--- config.mk ---
export PLATFORM = sky130hd
export DESIGN_NAME = pulse_handshake_tx
export DESIGN_NICKNAME = d
export VERILOG_FILES = /design/src/rtl/sync_pkg.sv /design/src/rtl/sync_chain.sv /design/src/rtl/pulse_handshake_tx.sv
export SDC_FILE = /design/constraint.sdc
export NUM_CORES = 1
export LEC_CHECK = 0
export ABC_AREA = 1
export CAP_MARGIN = 20
export CORE_AREA = 2 2 39 41
export DETAILED_ROUTE_END_ITERATION = 16
export DIE_AREA = 0 0 41 43
export GPL_TIMING_DRIVEN = 0
export PLACE_DENSITY_LB_ADDON = 0.08
export SYNTH_ARGS = -nofsm -noshare
export SYNTH_HDL_FRONTEND = slang
export SYNTH_SLANG_ARGS = --single-unit
--- constraint.sdc ---
create_clock -name clk -period 1.7 [get_ports clk]
set_input_delay 0.34 -clock clk [delete_from_list [all_inputs] [get_ports clk]]
set_output_delay 0.34 -clock clk [all_outputs]
set_load 0.01 [all_outputs]
--- src/rtl/sync_pkg.sv ---
// Shared types and limits for the pulse handshake transmitter and its ack synchronizer.
package sync_pkg;

    typedef enum logic [1:0] {
        IDLE    = 2'd0,
        REQ     = 2'd1,
        RELEASE = 2'd2
    } hs_state_t;

    // Fewer than two stages leaves no settling time for a metastable first flop.
    localparam int SYNC_STAGES_MIN = 2;

endpackage

--- src/rtl/sync_chain.sv ---
// N-stage flop synchronizer bringing a single asynchronous level into the clk domain.
module sync_chain #(
    parameter int STAGES = 2
) (
    input  logic clk,
    input  logic rst_n,
    input  logic async_i,
    output logic sync_o
);

    logic [STAGES-1:0] sync_q;

    // NOTE: sequential state uses non-blocking assignments so every stage samples the pre-edge value.
    always_ff @(posedge clk or negedge rst_n) begin
        if (!rst_n) begin
            sync_q <= '0;
        end else begin
            sync_q <= {sync_q[STAGES-2:0], async_i};
        end
    end

    assign sync_o = sync_q[STAGES-1];

endmodule

--- src/rtl/pulse_handshake_tx.sv ---
// Four-phase req/ack source: turns clk-domain event pulses into req levels, queuing events that arrive while busy.
module pulse_handshake_tx
    import sync_pkg::*;
#(
    parameter int SYNC_STAGES = 2,
    parameter int PEND_W      = 4
) (
    input  logic              clk,
    input  logic              rst_n,
    input  logic              pulse_in,
    input  logic              ack_async,
    input  logic              clr_ovf,
    output logic              req,
    output logic              busy,
    output logic              done,
    output logic [PEND_W-1:0] pending,
    output logic              overflow
);

    localparam logic [PEND_W-1:0] PEND_MAX = '1;
    localparam logic [PEND_W-1:0] PEND_ONE = PEND_W'(1);

    if (SYNC_STAGES < SYNC_STAGES_MIN) begin : g_bad_sync_stages
        $error("pulse_handshake_tx: SYNC_STAGES must be at least %0d", SYNC_STAGES_MIN);
    end

    logic ack_s;

    sync_chain #(
        .STAGES (SYNC_STAGES)
    ) u_ack_sync (
        .clk     (clk),
        .rst_n   (rst_n),
        .async_i (ack_async),
        .sync_o  (ack_s)
    );

    hs_state_t         state_q, state_d;
    logic              req_q, req_d;
    logic              busy_q, busy_d;
    logic              done_q, done_d;
    logic [PEND_W-1:0] pending_q, pending_d;
    logic              overflow_q, overflow_d;

    logic have_event;
    logic launch;
    logic pulse_used;
    logic pend_take;
    logic pulse_left;
    logic drop;

    // NOTE: every signal driven here gets a default first, so no path can infer a latch.
    always_comb begin
        state_d    = state_q;
        done_d     = 1'b0;
        launch     = 1'b0;
        have_event = pulse_in || (pending_q != '0);

        unique case (state_q)
            IDLE: begin
                // A stale ack (e.g. reset mid-handshake) blocks launching; events are queued instead.
                if (have_event && !ack_s) begin
                    state_d = REQ;
                    launch  = 1'b1;
                end
            end
            REQ: begin
                if (ack_s) begin
                    state_d = RELEASE;
                end
            end
            RELEASE: begin
                if (!ack_s) begin
                    done_d = 1'b1;
                    if (have_event) begin
                        state_d = REQ;
                        launch  = 1'b1;
                    end else begin
                        state_d = IDLE;
                    end
                end
            end
            default: begin
                state_d = IDLE;
            end
        endcase

        // A launch prefers the live pulse; only without one does it drain the queue.
        pulse_used = launch && pulse_in;
        pend_take  = launch && !pulse_in;
        pulse_left = pulse_in && !pulse_used;
        drop       = pulse_left && (pending_q == PEND_MAX);

        pending_d = pending_q;
        if (pend_take) begin
            pending_d = pending_q - PEND_ONE;
        end else if (pulse_left && !drop) begin
            pending_d = pending_q + PEND_ONE;
        end

        if (drop) begin
            overflow_d = 1'b1;
        end else if (clr_ovf) begin
            overflow_d = 1'b0;
        end else begin
            overflow_d = overflow_q;
        end

        req_d  = (state_d == REQ);
        busy_d = (state_d != IDLE);
    end

    always_ff @(posedge clk or negedge rst_n) begin
        if (!rst_n) begin
            state_q    <= IDLE;
            req_q      <= 1'b0;
            busy_q     <= 1'b0;
            done_q     <= 1'b0;
            pending_q  <= '0;
            overflow_q <= 1'b0;
        end else begin
            state_q    <= state_d;
            req_q      <= req_d;
            busy_q     <= busy_d;
            done_q     <= done_d;
            pending_q  <= pending_d;
            overflow_q <= overflow_d;
        end
    end

    assign req      = req_q;
    assign busy     = busy_q;
    assign done     = done_q;
    assign pending  = pending_q;
    assign overflow = overflow_q;

endmodule
# ---- Word-level counts from Yosys, hierarchy flattened
# Cells that the tools add are included.
dict set report totals {
  ff_bits 12
  inputBits 5
  wordCells 44
}
dict set report op_classes {
  n_addsub 2
  eq_ne 4
  n_mux 15
  n_reduce_logical 16
}
# cell n
set ops {}
lappend ops {{2-to-1 mux 1 bit} 8}
lappend ops {{2-to-1 mux 4 bit} 2}
lappend ops {{logical AND 1 bit} 6}
lappend ops {{2-to-1 mux 2 bit} 3}
lappend ops {{case mux 2 bit (3 select lines)} 1}
lappend ops {{nonzero test 2 bit} 3}
lappend ops {{adder 4 x 1 -> 4 bit, second input constant} 1}
lappend ops {{equality test 2 x 1 -> 1 bit, second input constant} 2}
lappend ops {{equality test 4 bit, second input constant} 1}
lappend ops {{zero test 1 bit} 4}
lappend ops {{nonzero test 4 bit} 1}
lappend ops {{subtractor 4 x 1 -> 4 bit, second input constant} 1}
lappend ops {{equality test 2 bit, second input constant} 1}
lappend ops {{zero test 2 bit} 1}
lappend ops {{case mux 1 bit (2 select lines)} 1}
lappend ops {{logical OR 1 bit} 1}

# ---- Logic depth before layout (Yosys ltp)
# Gate-level depths: netlist (run 1).
dict set report logic_depth {
  depth_word 13
  depth_mapped 11
}

# ---- Hierarchy
# From an unflattened synthesis (run 1), not the netlist that was laid out.
dict set report unflattened {
  hier_cells 64
  area_unflattened_um2 586.8
}
# mod n_inst cells_each area_each_um2
set modules_own_cells {}
lappend modules_own_cells {pulse_handshake_tx 1 62 536.8}
lappend modules_own_cells {sync_chain 1 2 50.0}

# ---- Least setup slack after synthesis (run 1)
# OpenSTA, ideal clock, no wires.
dict set report synth_path {
  kind {reg2reg}
  from {reg pending_q[0], in the netlist pending[0]}
  to {reg pending_q[2], in the netlist pending[2]}
  setup_time_ns 0.077
  t_arrival_ns 1.404
  path_slack_ns 0.219
  path_stages_with_launch 12
  n_path_buf 0
  synth_period_minus_slack_ns 1.481
  cell_sequence {dfrtp_1 nor2_2 nand2_2 nand3_4 nand2_1 nand2_1 inv_1 ha_1 inv_1 nand2_1 xor2_1 a21oi_1}
}
dict set report synth_via {
  elab_chain_cells 12
  word_cells_on_any_way 20
  cone_classes {2 x add/sub; 1 x eq/ne; 6 x mux; 11 x reduce/logical}
}
# element line
set synth_lines {}
lappend synth_lines {{start, declared} pulse_handshake_tx.sv:42} ;# logic [PEND_W-1:0] pending_q, pending_d;
lappend synth_lines {{start signal, assigned} pulse_handshake_tx.sv:126} ;# pending_q <= pending_d;
lappend synth_lines {{nonzero test 4 bit} pulse_handshake_tx.sv:57} ;# have_event = pulse_in || (pending_q != '0);
lappend synth_lines {{logical OR 1 bit} pulse_handshake_tx.sv:57}
lappend synth_lines {{2-to-1 mux 1 bit or logical AND 1 bit (tied branches)} {pulse_handshake_tx.sv:75, pulse_handshake_tx.sv:62}}
lappend synth_lines {{2-to-1 mux 1 bit, on equally long branches} {pulse_handshake_tx.sv:73, pulse_handshake_tx.sv:62}}
lappend synth_lines {{case mux 1 bit (2 select lines)} pulse_handshake_tx.sv:59} ;# unique case (state_q)
lappend synth_lines {{logical AND 1 bit} pulse_handshake_tx.sv:89} ;# pulse_used = launch && pulse_in;
lappend synth_lines {{zero test 1 bit} pulse_handshake_tx.sv:91} ;# pulse_left = pulse_in && !pulse_used;
lappend synth_lines {{logical AND 1 bit} pulse_handshake_tx.sv:91}
lappend synth_lines {{logical AND 1 bit} pulse_handshake_tx.sv:92} ;# drop = pulse_left && (pending_q == PEND_MAX);
lappend synth_lines {{zero test 1 bit} pulse_handshake_tx.sv:97} ;# end else if (pulse_left && !drop) begin
lappend synth_lines {{logical AND 1 bit} pulse_handshake_tx.sv:97}
lappend synth_lines {{nonzero test 2 bit (no source line)} n/a}
# Several ways; a longest one is shown, not always the timed one. The select of a mux whose other input is x is not followed.
# A chain may end at the register's enable or synchronous reset.

# ---- Worst setup path after layout (run 1)
dict set report layout_path {
  from {reg pending_q[0], in the netlist pending[0]}
  to {out pending[0]}
}
# element line
set layout_rtl {}
lappend layout_rtl {{end, declared} pulse_handshake_tx.sv:16} ;# output logic [PEND_W-1:0] pending,
# No word-level cell between the ends.

==> results of run 1 <==
## state kept, by name (all words and copies together) (netlist names)
name / count
busy: 1
done: 1
overflow: 1
pending: 4
req: 1
state_q: 2
u_ack_sync.sync_q: 2
## power groups by stage
stage                     Sequential (mW)  Clock, mW  Combinational, mW
after floorplan                     0.499          0              0.295
after global placement              0.479          0              0.530
after detailed placement            0.484          0              0.538
after CTS                           0.482      0.234              0.542
after global routing                0.501      0.251              0.669
final                               0.489      0.234              0.586
## what timing repair did
action                                  CTS  global route
endpoints found under the setup margin    1             1
pin swaps                                 0             1
buffers inserted                          0             3
gates resized for setup                   1             7
## routing by layer
metal  vias up  GRT usage  share of wire
met4         0     0.0800          0.022
met3         3     0.0524          0.071
met1       216      0.203           0.46
met5         -          0              0
met2        13      0.231           0.45
li1        243          -              -
## how the worst max path moves through the flow
stage,cells after the start,to,start
CTS,10,pending[2],pulse_in
finish,1,pending[0],pending[0]
global placement,10,pending[2],pulse_in
global route,11,pending[2],pending[0]
detailed placement,10,pending[2],pulse_in
floorplan,11,pending[2],pending[0]
## cell type report
cell class	instances	area, um^2	area share
sequential	12	307	0.386
clock buffer	4	36.3	0.0457
timing repair buffer	15	145	0.183
multi-input combinational	41	249	0.313
inverter	10	37.5	0.0472
tap	16	20.0	0.0252
## cell families after synthesis
family,count (synthesis),synth area share
buf+inv,10,0.0642
fa+ha+maj,1,0.0214
xor+xnor,2,0.0300
simple gates,29,0.276
flops,12,0.514
compound gates,9,0.0942
## cell usage after synthesis, drive strengths merged, types with 2 or more instances
cell type   n  share of area
a21oi       2          0.017
dfrtp      12           0.51
inv        10          0.064
nand2      15           0.11
nand3       4          0.064
nand4       3          0.032
nor2        5          0.049
o21ai       4          0.041
or2         2          0.021
xor2        2          0.030
## worst reg2reg max path: stages (launching register included)
cell,delay (ns)
dfrtp_2,0.45
nor2_4,0.17
nand4_1,0.16
nand2_1,0.12
inv_1,0.05
ha_1,0.16
inv_1,0.04
nand2_1,0.05
xor2_1,0.16
a21oi_1,0.08
==> metrics.md, run 1 <==
| Metric | Value |
|---|---|
| Post-route insts no fill | 98 |
| Combinational cell fraction of total power | 0.448 |
| DIE HEIGHT | 43 um |
| Required time of the critical path | 1.36 ns |
| Die Width | 41 um |
| Clock Tree Root | clkbuf_4 |
| Final-report setup violation count | 0 |
| Startpoint Class | register |
| Final Critical Period | 1.63 ns |
| Clock sinks | 12 |
| Vias in the first global route | 457 |
| CTS tree | yes |
| Hold-fix buffers, CTS | 0 |
| Sw power | 491 uW |
| Crit-path max cell delay | 0.56 ns |
| Max_cap viols | 0 |
| Post-synth top flop | dfrtp_1 |
| Final hold slack | 0.365 ns |
| Cell area after layout | 795 um^2 |
| Cell area after placement | 724 um^2 |
| Clock Skew | 0.00673 ns |
| LEAKAGE | 0.388 nW |
| Largest net degree at the start of global routing | 13 |
| Register area share after synthesis | 0.514 |
| Clock tree buffer depth | 2 |
| Most common cell after layout, fill and taps aside | nand2_1 |
| Initial antenna violation count | 0 |
| WL final | 1070 um |
| Internal Power | 817 uW |
| Number of flops mapped to enable cells by yosys | 0 |
| Overall overflow remaining after global route | 0 |
| Worst reg2reg path depth | 9 |
| Total track usage | 0.159 |
| DR WL/cell | 10.9 um |
| Worst path slowest cell | clkdlybuf4s50_1 |
| Power per cell area | 1650 nW/um^2 |
| Clock Power Share | 0.179 |
| Crit Path Class | reg2out |
| Die area | 1760 um^2 |
| Mapped Nets | 69 |
| Reg2reg start | u_ack_sync.sync_q[1] |
| Drt initial violations | 3 |
| Maximum vdd drop | 0.000845 V |
| H-tree depth | 1 |
| Setup total negative slack | 0 ns |
| Number of buffers created by CTS | 3 |
| WHS Path Cells | 0 |
| Critical Path, Cell by Cell | clkdlybuf4s50_1 |
| Power Total | 1.31 mW |
| Yosys reg bits | 12 |
| Final hold vios | 0 |
| Top Ports | 13 |
| Clk_lat worst skew | 0.28 ns |
| Place WS | -0.253 ns |
| Async SR Flop Fraction | 1.00 |
| Yosys Warn Count | 0 |
| Gpl congestion | 0.804 |
| Critical path's top delay family | buffers and inverters |
| R2r setup slk | 0.15 ns |
| Hold Crit Class | reg2reg |
| Post-DRT Antenna Nets | 0 |
| Antenna cells | 0 |
| Clk pin slew, worst setup/hold paths | 0.08 ns |
| CP endpoint kind | output port |
| Buffers plus inverters on the worst setup path | 1 |
| Cells after Synth | 63 |
| Worst EP arrival | 1.29 ns |
| Slew headroom | 0.653 |
| Yosys cell types | 20 |
| IO Port Bufs | 12 |
| Net Sw Frac | 0.376 |
| Post-layout util | 0.574 |
| Most frequent cells in the layout | 12 x nand2_1, 11 x clkdlybuf4s50_1, 9 x inv_1 |
| Fill cells | 135 |
| DRT Pass-1 Iters | 2 |
| Layout cell share with drive strength beyond 1 | 0.268 |
| DP Wirelength | 786 um |
| R2r endpoint | pending[2] |
| Area Overhead vs Synth | 36.0% |
| Fmax | 0.614 GHz |
| Actual slew at the worst max-slew pin | 0.518 ns |
| Synth Cell Area | 584 um^2 |
| Core area | 1380 um^2 |
| Flop pwr share | 0.373 |
| RSZ-0062 raised after global routing | false |
| Critical path fanouts, max | 7 |
| Row Count | 14 |
| Post-layout nets | 89 |
| First-pass GRT wire length | 1860 um |
| Hold path start | u_ack_sync.sync_q[0] |
| Average size of a mapped cell | 9.27 um^2 |
| Drt drc | 0 |
| Vias per cell | 4.85 |
| Total number of vias | 475 |
| Starting Density | 0.422 |
| Hold Crit Endpoint | u_ack_sync.sync_q[1] |
| DP Cell Count | 91 |
| Tcrit/Tclk final | 0.958 |
| Status | completed |
| Final worst slack | 0.0715 ns |
| Final slew viol count | 0 |
Power figures use the tool's default switching activity.
==> inputs of run 2 (changes only) <==
HOLD_SLACK_MARGIN = 0.08   (was not set)
clock period = 1.8 ns   (was 1.7 ns; I/O delays follow)
==> metrics.md, run 2 (synthesized netlist as in run 1, its figures left out) <==
| Metric | Value |
|---|---|
| Power per cell area | 1540 nW/um^2 (was 1650 nW/um^2) |
| Critical path's top delay family | buffers and inverters (unchanged) |
| DR WL/cell | 11.0 um (was 10.9 um) |
| Post-layout util | 0.552 (was 0.574) |
| Core area | 1380 um^2 (unchanged) |
| Place WS | -0.173 ns (was -0.253 ns) |
| Initial antenna violation count | 0 (unchanged) |
| Buffers plus inverters on the worst setup path | 1 (unchanged) |
| First-pass GRT wire length | 1850 um (was 1860 um) |
| Die Width | 41 um (unchanged) |
| Row Count | 14 (unchanged) |
| Power Total | 1.17 mW (was 1.31 mW) |
| Clock sinks | 12 (unchanged) |
| Overall overflow remaining after global route | 0 (unchanged) |
| Crit path from | pending[0] (unchanged) |
| Largest net degree at the start of global routing | 13 (unchanged) |
| Total track usage | 0.158 (was 0.159) |
| Clk pin slew, worst setup/hold paths | 0.08 ns (about the same) |
| Final slew viol count | 0 (unchanged) |
| Gpl congestion | 0.804 (unchanged) |
| CTS tree | yes (unchanged) |
| Die area | 1760 um^2 (unchanged) |
| Total number of vias | 463 (was 475) |
| Vias in the first global route | 455 (was 457) |
| Final-report setup violation count | 0 (unchanged) |
| Final worst slack | 0.0619 ns (was 0.0715 ns) |
| Number of flip-flops in the largest register | 4 (unchanged) |
| Tcrit/Tclk final | 0.966 |
| CP endpoint kind | output port (unchanged) |
| Clock tree buffer depth | 2 (unchanged) |
| H-tree depth | 1 (unchanged) |
| Starting Density | 0.422 (unchanged) |
| Post-DRT Antenna Nets | 0 (unchanged) |
| Clock Skew | 0.00343 ns (was 0.00673 ns) |
| Number of buffers created by CTS | 3 (unchanged) |
| LEAKAGE | 0.380 nW (was 0.388 nW) |
| Area Overhead vs Synth | 30.6% (was 36.0%) |
| Hold Crit Class | reg2reg (unchanged) |
| Post-layout nets | 86 (was 89) |
| Worst EP arrival | 1.38 ns (was 1.29 ns) |
| Worst path slowest cell | clkdlybuf4s50_1 (unchanged) |
| Drt drc | 0 (unchanged) |
| Setup total negative slack | 0 ns (unchanged) |
| Max_cap viols | 0 (unchanged) |
| Worst reg2reg path depth | 10 (was 9) |
| Slew headroom | 0.654 (was 0.653) |
| Crit-path max cell delay | 0.59 ns (was 0.56 ns) |
| Actual slew at the worst max-slew pin | 0.517 ns (was 0.518 ns) |
| Clk_lat worst skew | 0.28 ns (about the same) |
| Status | completed (unchanged) |
| Critical path fanouts, max | 7 (unchanged) |
| Vias per cell | 4.87 (was 4.85) |
| Fill cells | 137 (was 135) |
| WL final | 1040 um (was 1070 um) |
| Final hold vios | 0 (unchanged) |
| IO Port Bufs | 12 (unchanged) |
| DP Wirelength | 786 um (unchanged) |
| Hold-fix buffers, CTS | 0 (unchanged) |
| Drt initial violations | 7 (was 3) |
| Final hold slack | 0.357 ns (was 0.365 ns) |
| Clock Tree Root | clkbuf_4 (unchanged) |
| Layout cell share with drive strength beyond 1 | 0.165 (was 0.268) |
| R2r setup slk | 0.18 ns (was 0.15 ns) |
| Most frequent cells in the layout | 12 x nand2_1, 12 x dfrtp_1, 11 x clkdlybuf4s50_1 (was 12 x nand2_1, 11 x clkdlybuf4s50_1, 9 x inv_1) |
| RSZ-0062 raised after global routing | false (unchanged) |
| Critical Path, Cell by Cell | clkdlybuf4s50_1 (unchanged) |
| Crit Path Class | reg2out (unchanged) |
| DIE HEIGHT | 43 um (unchanged) |
| Maximum vdd drop | 0.000756 V (was 0.000845 V) |
| DRT Pass-1 Iters | 4 (was 2) |
| Top Ports | 13 (unchanged) |
| Reg2reg start | pending[0] (was u_ack_sync.sync_q[1]) |
| R2r endpoint | pending[2] (unchanged) |
| Startpoint Class | register (unchanged) |
| Required time of the critical path | 1.44 ns (was 1.36 ns) |
| Final Critical Period | 1.74 ns |
| Setup crit end | pending[0] (unchanged) |
| Antenna cells | 0 (unchanged) |
| Fmax | 0.575 GHz |
| CP Depth | 1 (unchanged) |
run 2: changes by cell type in the layout (fill, tap and decap cells not counted):
cell and delta:
dfrtp_2 -5, buf_4 -3, dfrtp_1 +5, nor2_2 -1
nor2_1 +1
run 2: report_power, final:
group	internal [mW]	switching [mW]	leakage (nW)
Sequential	0.354	0.0970	0.147
Combinational	0.249	0.257	0.212
Clock	0.123	0.0948	0.0210
Total	0.726	0.448	0.380
run 2: per-stage QoR:
step,std cells,cell area (um^2)
finish,95,763
global placement,91,724
global route,95,763
detailed placement,91,724
CTS,95,761
floorplan,63,584
run 2: final cells by class:
cell class | instances | area, um^2 | area share
clock buffers | 4 | 36.3 | 0.0475
well taps | 16 | 20.0 | 0.0262
repair buffers | 12 | 123 | 0.161
inverters | 10 | 37.5 | 0.0492
multi-input cells | 41 | 246 | 0.323
flip-flops and latches | 12 | 300 | 0.393
run 2: worst min path at each step:
stage | start | to | slack [ns] | cells after the start
6_report | u_ack_sync.sync_q[0] | u_ack_sync.sync_q[1] | 0.36 | 0
5_1_grt | u_ack_sync.sync_q[0] | u_ack_sync.sync_q[1] | 0.36 | 0
4_1_cts | u_ack_sync.sync_q[0] | u_ack_sync.sync_q[1] | 0.36 | 0
3_5_place_dp | u_ack_sync.sync_q[0] | u_ack_sync.sync_q[1] | 0.34 | 0
3_3_place_gp | u_ack_sync.sync_q[0] | u_ack_sync.sync_q[1] | 0.34 | 0
2_1_floorplan | rst_n | busy | 0.06 | 0
run 2: layer usage:
layer,vias up,wire length (um),GRT usage
met5,-,0,0
met1,208,474,0.206
li1,237,-,-
met2,16,463,0.225
met3,2,84,0.0524
met4,0,21,0.0800
run 2: repair_timing:
item / in CTS / in global routing
gates resized for setup: 0 / 2
buffers inserted: 0 / 0
setup endpoints to repair: 0 / 1
==> inputs of run 3 (changes only) <==
PLACE_DENSITY_LB_ADDON = 0.15   (was 0.08)
SLEW_MARGIN = 20   (was not set)
SYNTH_HIERARCHICAL = 1   (was not set)
==> metrics.md, run 3 <==
| Metric | Value |
|---|---|
| Met3 routed WL | 90 um (was 84 um) |
| Overall overflow remaining after global route | 0 (unchanged) |
| Net Sw Frac | 0.381 (was 0.382) |
| Worst reg2reg path depth | 10 (unchanged) |
| RSZ-0062 raised after global routing | false (unchanged) |
| Number of flops mapped to enable cells by yosys | 0 (unchanged) |
| Hold Crit Class | reg2reg (unchanged) |
| Critical Path, Cell by Cell | clkdlybuf4s50_1 (unchanged) |
| Maximum vdd drop | 0.000629 V (was 0.000756 V) |
| Startpoint Class | register (unchanged) |
| Hold-fix buffers, CTS | 0 (unchanged) |
| Initial antenna violation count | 0 (unchanged) |
| Worst EP arrival | 1.38 ns (about the same) |
| Clock Power Share | 0.184 (was 0.186) |
| Most frequent cells in the layout | 13 x nand2_1, 12 x dfrtp_1, 12 x clkdlybuf4s50_1 (was 12 x nand2_1, 12 x dfrtp_1, 11 x clkdlybuf4s50_1) |
| Register area share after synthesis | 0.512 (was 0.514) |
| Clock sinks | 12 (unchanged) |
| Yosys cell types | 22 (was 20) |
| Core area | 1380 um^2 (unchanged) |
| Average size of a mapped cell | 9.17 um^2 (was 9.27 um^2) |
| Combinational cell fraction of total power | 0.433 (was 0.430) |
| Number of flip-flops in the largest register | 4 (unchanged) |
| Post-Synth Adder-Cell Area | 0.0213 (was 0.0214) |
| Die area | 1760 um^2 (unchanged) |
| First-pass GRT wire length | 1750 um (was 1850 um) |
| Sequential cell area | 300 um^2 (unchanged) |
| Buffers plus inverters on the worst setup path | 1 (unchanged) |
| Mapped Nets | 70 (was 69) |
| Crit Path Class | reg2out (unchanged) |
| WHS Path Cells | 0 (unchanged) |
| Clk_lat worst skew | 0.28 ns (about the same) |
| CP endpoint kind | output port (unchanged) |
| Row Count | 14 (unchanged) |
| Yosys Warn Count | 6 (was 0) |
| Drt initial violations | 3 (was 7) |
| R2r setup slk | 0.21 ns (was 0.18 ns) |
| H-tree depth | 1 (unchanged) |
| Max_cap viols | 0 (unchanged) |
| Starting Density | 0.424 (was 0.422) |
| Final slew viol count | 0 (unchanged) |
| CTS tree | yes (unchanged) |
| Post-synth top area share | 0.512 (was 0.514) |
| Synth Cell Area | 587 um^2 (was 584 um^2) |
| Clk pin slew, worst setup/hold paths | 0.08 ns (about the same) |
| Critical path's top delay family | buffers and inverters (unchanged) |
| Post-route insts no fill | 96 (was 95) |
| Crit-path max cell delay | 0.59 ns (about the same) |
| Antenna cells | 0 (unchanged) |
| Post-layout nets | 87 (was 86) |
| Die Width | 41 um (unchanged) |
| DP Wirelength | 774 um (was 786 um) |
| LEAKAGE | 0.369 nW (was 0.380 nW) |
| Clock Tree Root | clkbuf_4 (unchanged) |
| Count leader, synth | nand2_1 |
| Vias in the first global route | 429 (was 455) |
| Hold path start | u_ack_sync/sync_q[0] (was u_ack_sync.sync_q[0]) |
| Yosys reg bits | 12 (unchanged) |
| Internal Power | 730 uW (was 726 uW) |
| Synth top area cells | dfrtp_1 51%, nand2_1 8.3%, inv_1 6.4% (was dfrtp_1 51%, nand2_1 7.7%, inv_1 6.4%) |
| Total number of vias | 476 (was 463) |
| Post-DRT Antenna Nets | 0 (unchanged) |
| Post-Synth Simple-Gate Area | 0.292 (was 0.276) |
| DP Cell Count | 92 (was 91) |
| Largest net degree at the start of global routing | 13 (unchanged) |
| Area Overhead vs Synth | 30.1% (was 30.6%) |
| Number of buffers created by CTS | 3 (unchanged) |
| Final Critical Period | 1.74 ns (about the same) |
| Compound-Gate Fraction of Synth Area | 0.0959 (was 0.0942) |
| Clock Skew | 0.0128 ns (was 0.00343 ns) |
| Top post-synthesis cells by count | 13 x nand2_1, 12 x dfrtp_1, 10 x inv_1 (was 12 x dfrtp_1, 12 x nand2_1, 10 x inv_1) |
| Portion of netlist area occupied by mux cells | 0 (unchanged) |
| WL final | 1050 um (was 1040 um) |
| Top Ports | 13 (unchanged) |
| Post-synth top flop | dfrtp_1 (unchanged) |
| Status | completed (unchanged) |
| Async SR Flop Fraction | 1.00 (unchanged) |
| Actual slew at the worst max-slew pin | 0.529 ns (was 0.517 ns) |
| Required time of the critical path | 1.44 ns (about the same) |
| IO Port Bufs | 12 (unchanged) |
| Cells after Synth | 64 (was 63) |
| Hold Crit Endpoint | u_ack_sync/sync_q[1] (was u_ack_sync.sync_q[1]) |
| Fmax | 0.575 GHz (about the same) |
| Critical path fanouts, max | 7 (unchanged) |
| Total track usage | 0.156 (was 0.158) |
| Power per cell area | 1550 nW/um^2 (was 1540 nW/um^2) |
| Reg2reg start | pending[0] (unchanged) |
| Metal-1 WL | 496 um (was 474 um) |
| Multi-input gate area | 249 um^2 (was 246 um^2) |
| Largest family of logic cells by synthesized area | simple AND/OR/NAND/NOR gates (unchanged) |
| Yosys top cell by area | dfrtp_1 (unchanged) |
| Clock tree buffer depth | 2 (unchanged) |
| Gpl congestion | 0.766 (was 0.804) |
| Worst path slowest cell | clkdlybuf4s50_1 (unchanged) |
| Flop pwr share | 0.383 (was 0.384) |
| Vias per cell | 4.96 (was 4.87) |
| Most common cell after layout, fill and taps aside | nand2_1 |
| R2r endpoint | pending[2] (unchanged) |
| Drt drc | 0 (unchanged) |
| Sw power | 449 uW (was 448 uW) |
| Layout cell share with drive strength beyond 1 | 0.175 (was 0.165) |
| XOR/XNOR Fraction of Synth Area | 0.0149 (was 0.0300) |
| Final-report setup violation count | 0 (unchanged) |
| Metal2 WL | 447 um (was 463 um) |
| DIE HEIGHT | 43 um (unchanged) |
| Post-layout util | 0.552 (unchanged) |
| DRT Pass-1 Iters | 5 (was 4) |
| Top Metal Used | met4 (unchanged) |
| Final hold vios | 0 (unchanged) |
| Tcrit/Tclk final | 0.966 (about the same) |
| Slew headroom | 0.646 (was 0.654) |
| Fill cells | 137 (unchanged) |
| DR WL/cell | 10.9 um (was 11.0 um) |
[run 3: stage by stage]
| step | TNS, ns | power (mW) | instance area [um^2] | worst slack [ns] | hold slack, ns |
|---|---|---|---|---|---|
| after floorplan | 0 | 0.756 | 587 | 0.362 | 0.0644 |
| final | 0 | 1.18 | 763 | 0.0611 | 0.357 |
| after global placement | -0.234 | 0.962 | 727 | -0.129 | 0.336 |
| after global routing | 0 | 1.29 | 763 | 0.00644 | 0.386 |
| after CTS | 0 | 1.19 | 763 | 0.0492 | 0.361 |
| after detailed placement | -0.237 | 0.968 | 727 | -0.140 | 0.345 |
[run 3: what timing repair did]
| item | in CTS | in global routing |
|---|---|---|
| gates resized for setup | 0 | 1 |
| setup endpoints to repair | 0 | 1 |
| buffers inserted | 0 | 0 |
[run 3: cell type report]
class	instances	share of cell area
Sequential cell	12	0.393
Multi-Input combinational cell	42	0.326
Timing Repair Buffer	12	0.157
Inverter	10	0.0492
Clock buffer	4	0.0475
Tap cell	16	0.0262
[run 3: worst max path at each step]
stage                      end       start  cells after the start  slack [ns]
floorplan           pending[2]  pending[0]                     10        0.36
global placement    pending[2]    pulse_in                     10       -0.13
detailed placement  pending[2]    pulse_in                     10       -0.14
CTS                 pending[0]  pending[0]                      1        0.05
global route        pending[0]  pending[0]                      1       0.006
finish              pending[0]  pending[0]                      1        0.06
[run 3: logic make-up (layout without fill, tap and decap cells)]
group / after synthesis / in the layout
adder cells (fa/ha/maj): 1 / 1
XOR/XNOR: 1 / 1
AO/OA/AOI/OAI: 9 / 9
flip-flops: 12 / 12
buffers and inverters: 10 / 26
AND/OR/NAND/NOR: 31 / 31
[run 3: power groups by stage]
stage	sequential, mW	combinational (mW)	clock, mW
2_1_floorplan	0.473	0.283	0
3_3_place_gp	0.455	0.507	0
3_5_place_dp	0.457	0.511	0
4_1_cts	0.452	0.514	0.223
5_1_grt	0.470	0.583	0.237
6_report	0.451	0.511	0.217
[run 3: metal layers]
layer  up-vias  track usage
li1        243            -
met1       209        0.196
met2        20        0.216
met3         4       0.0576
met4         0        0.100
met5         -            0
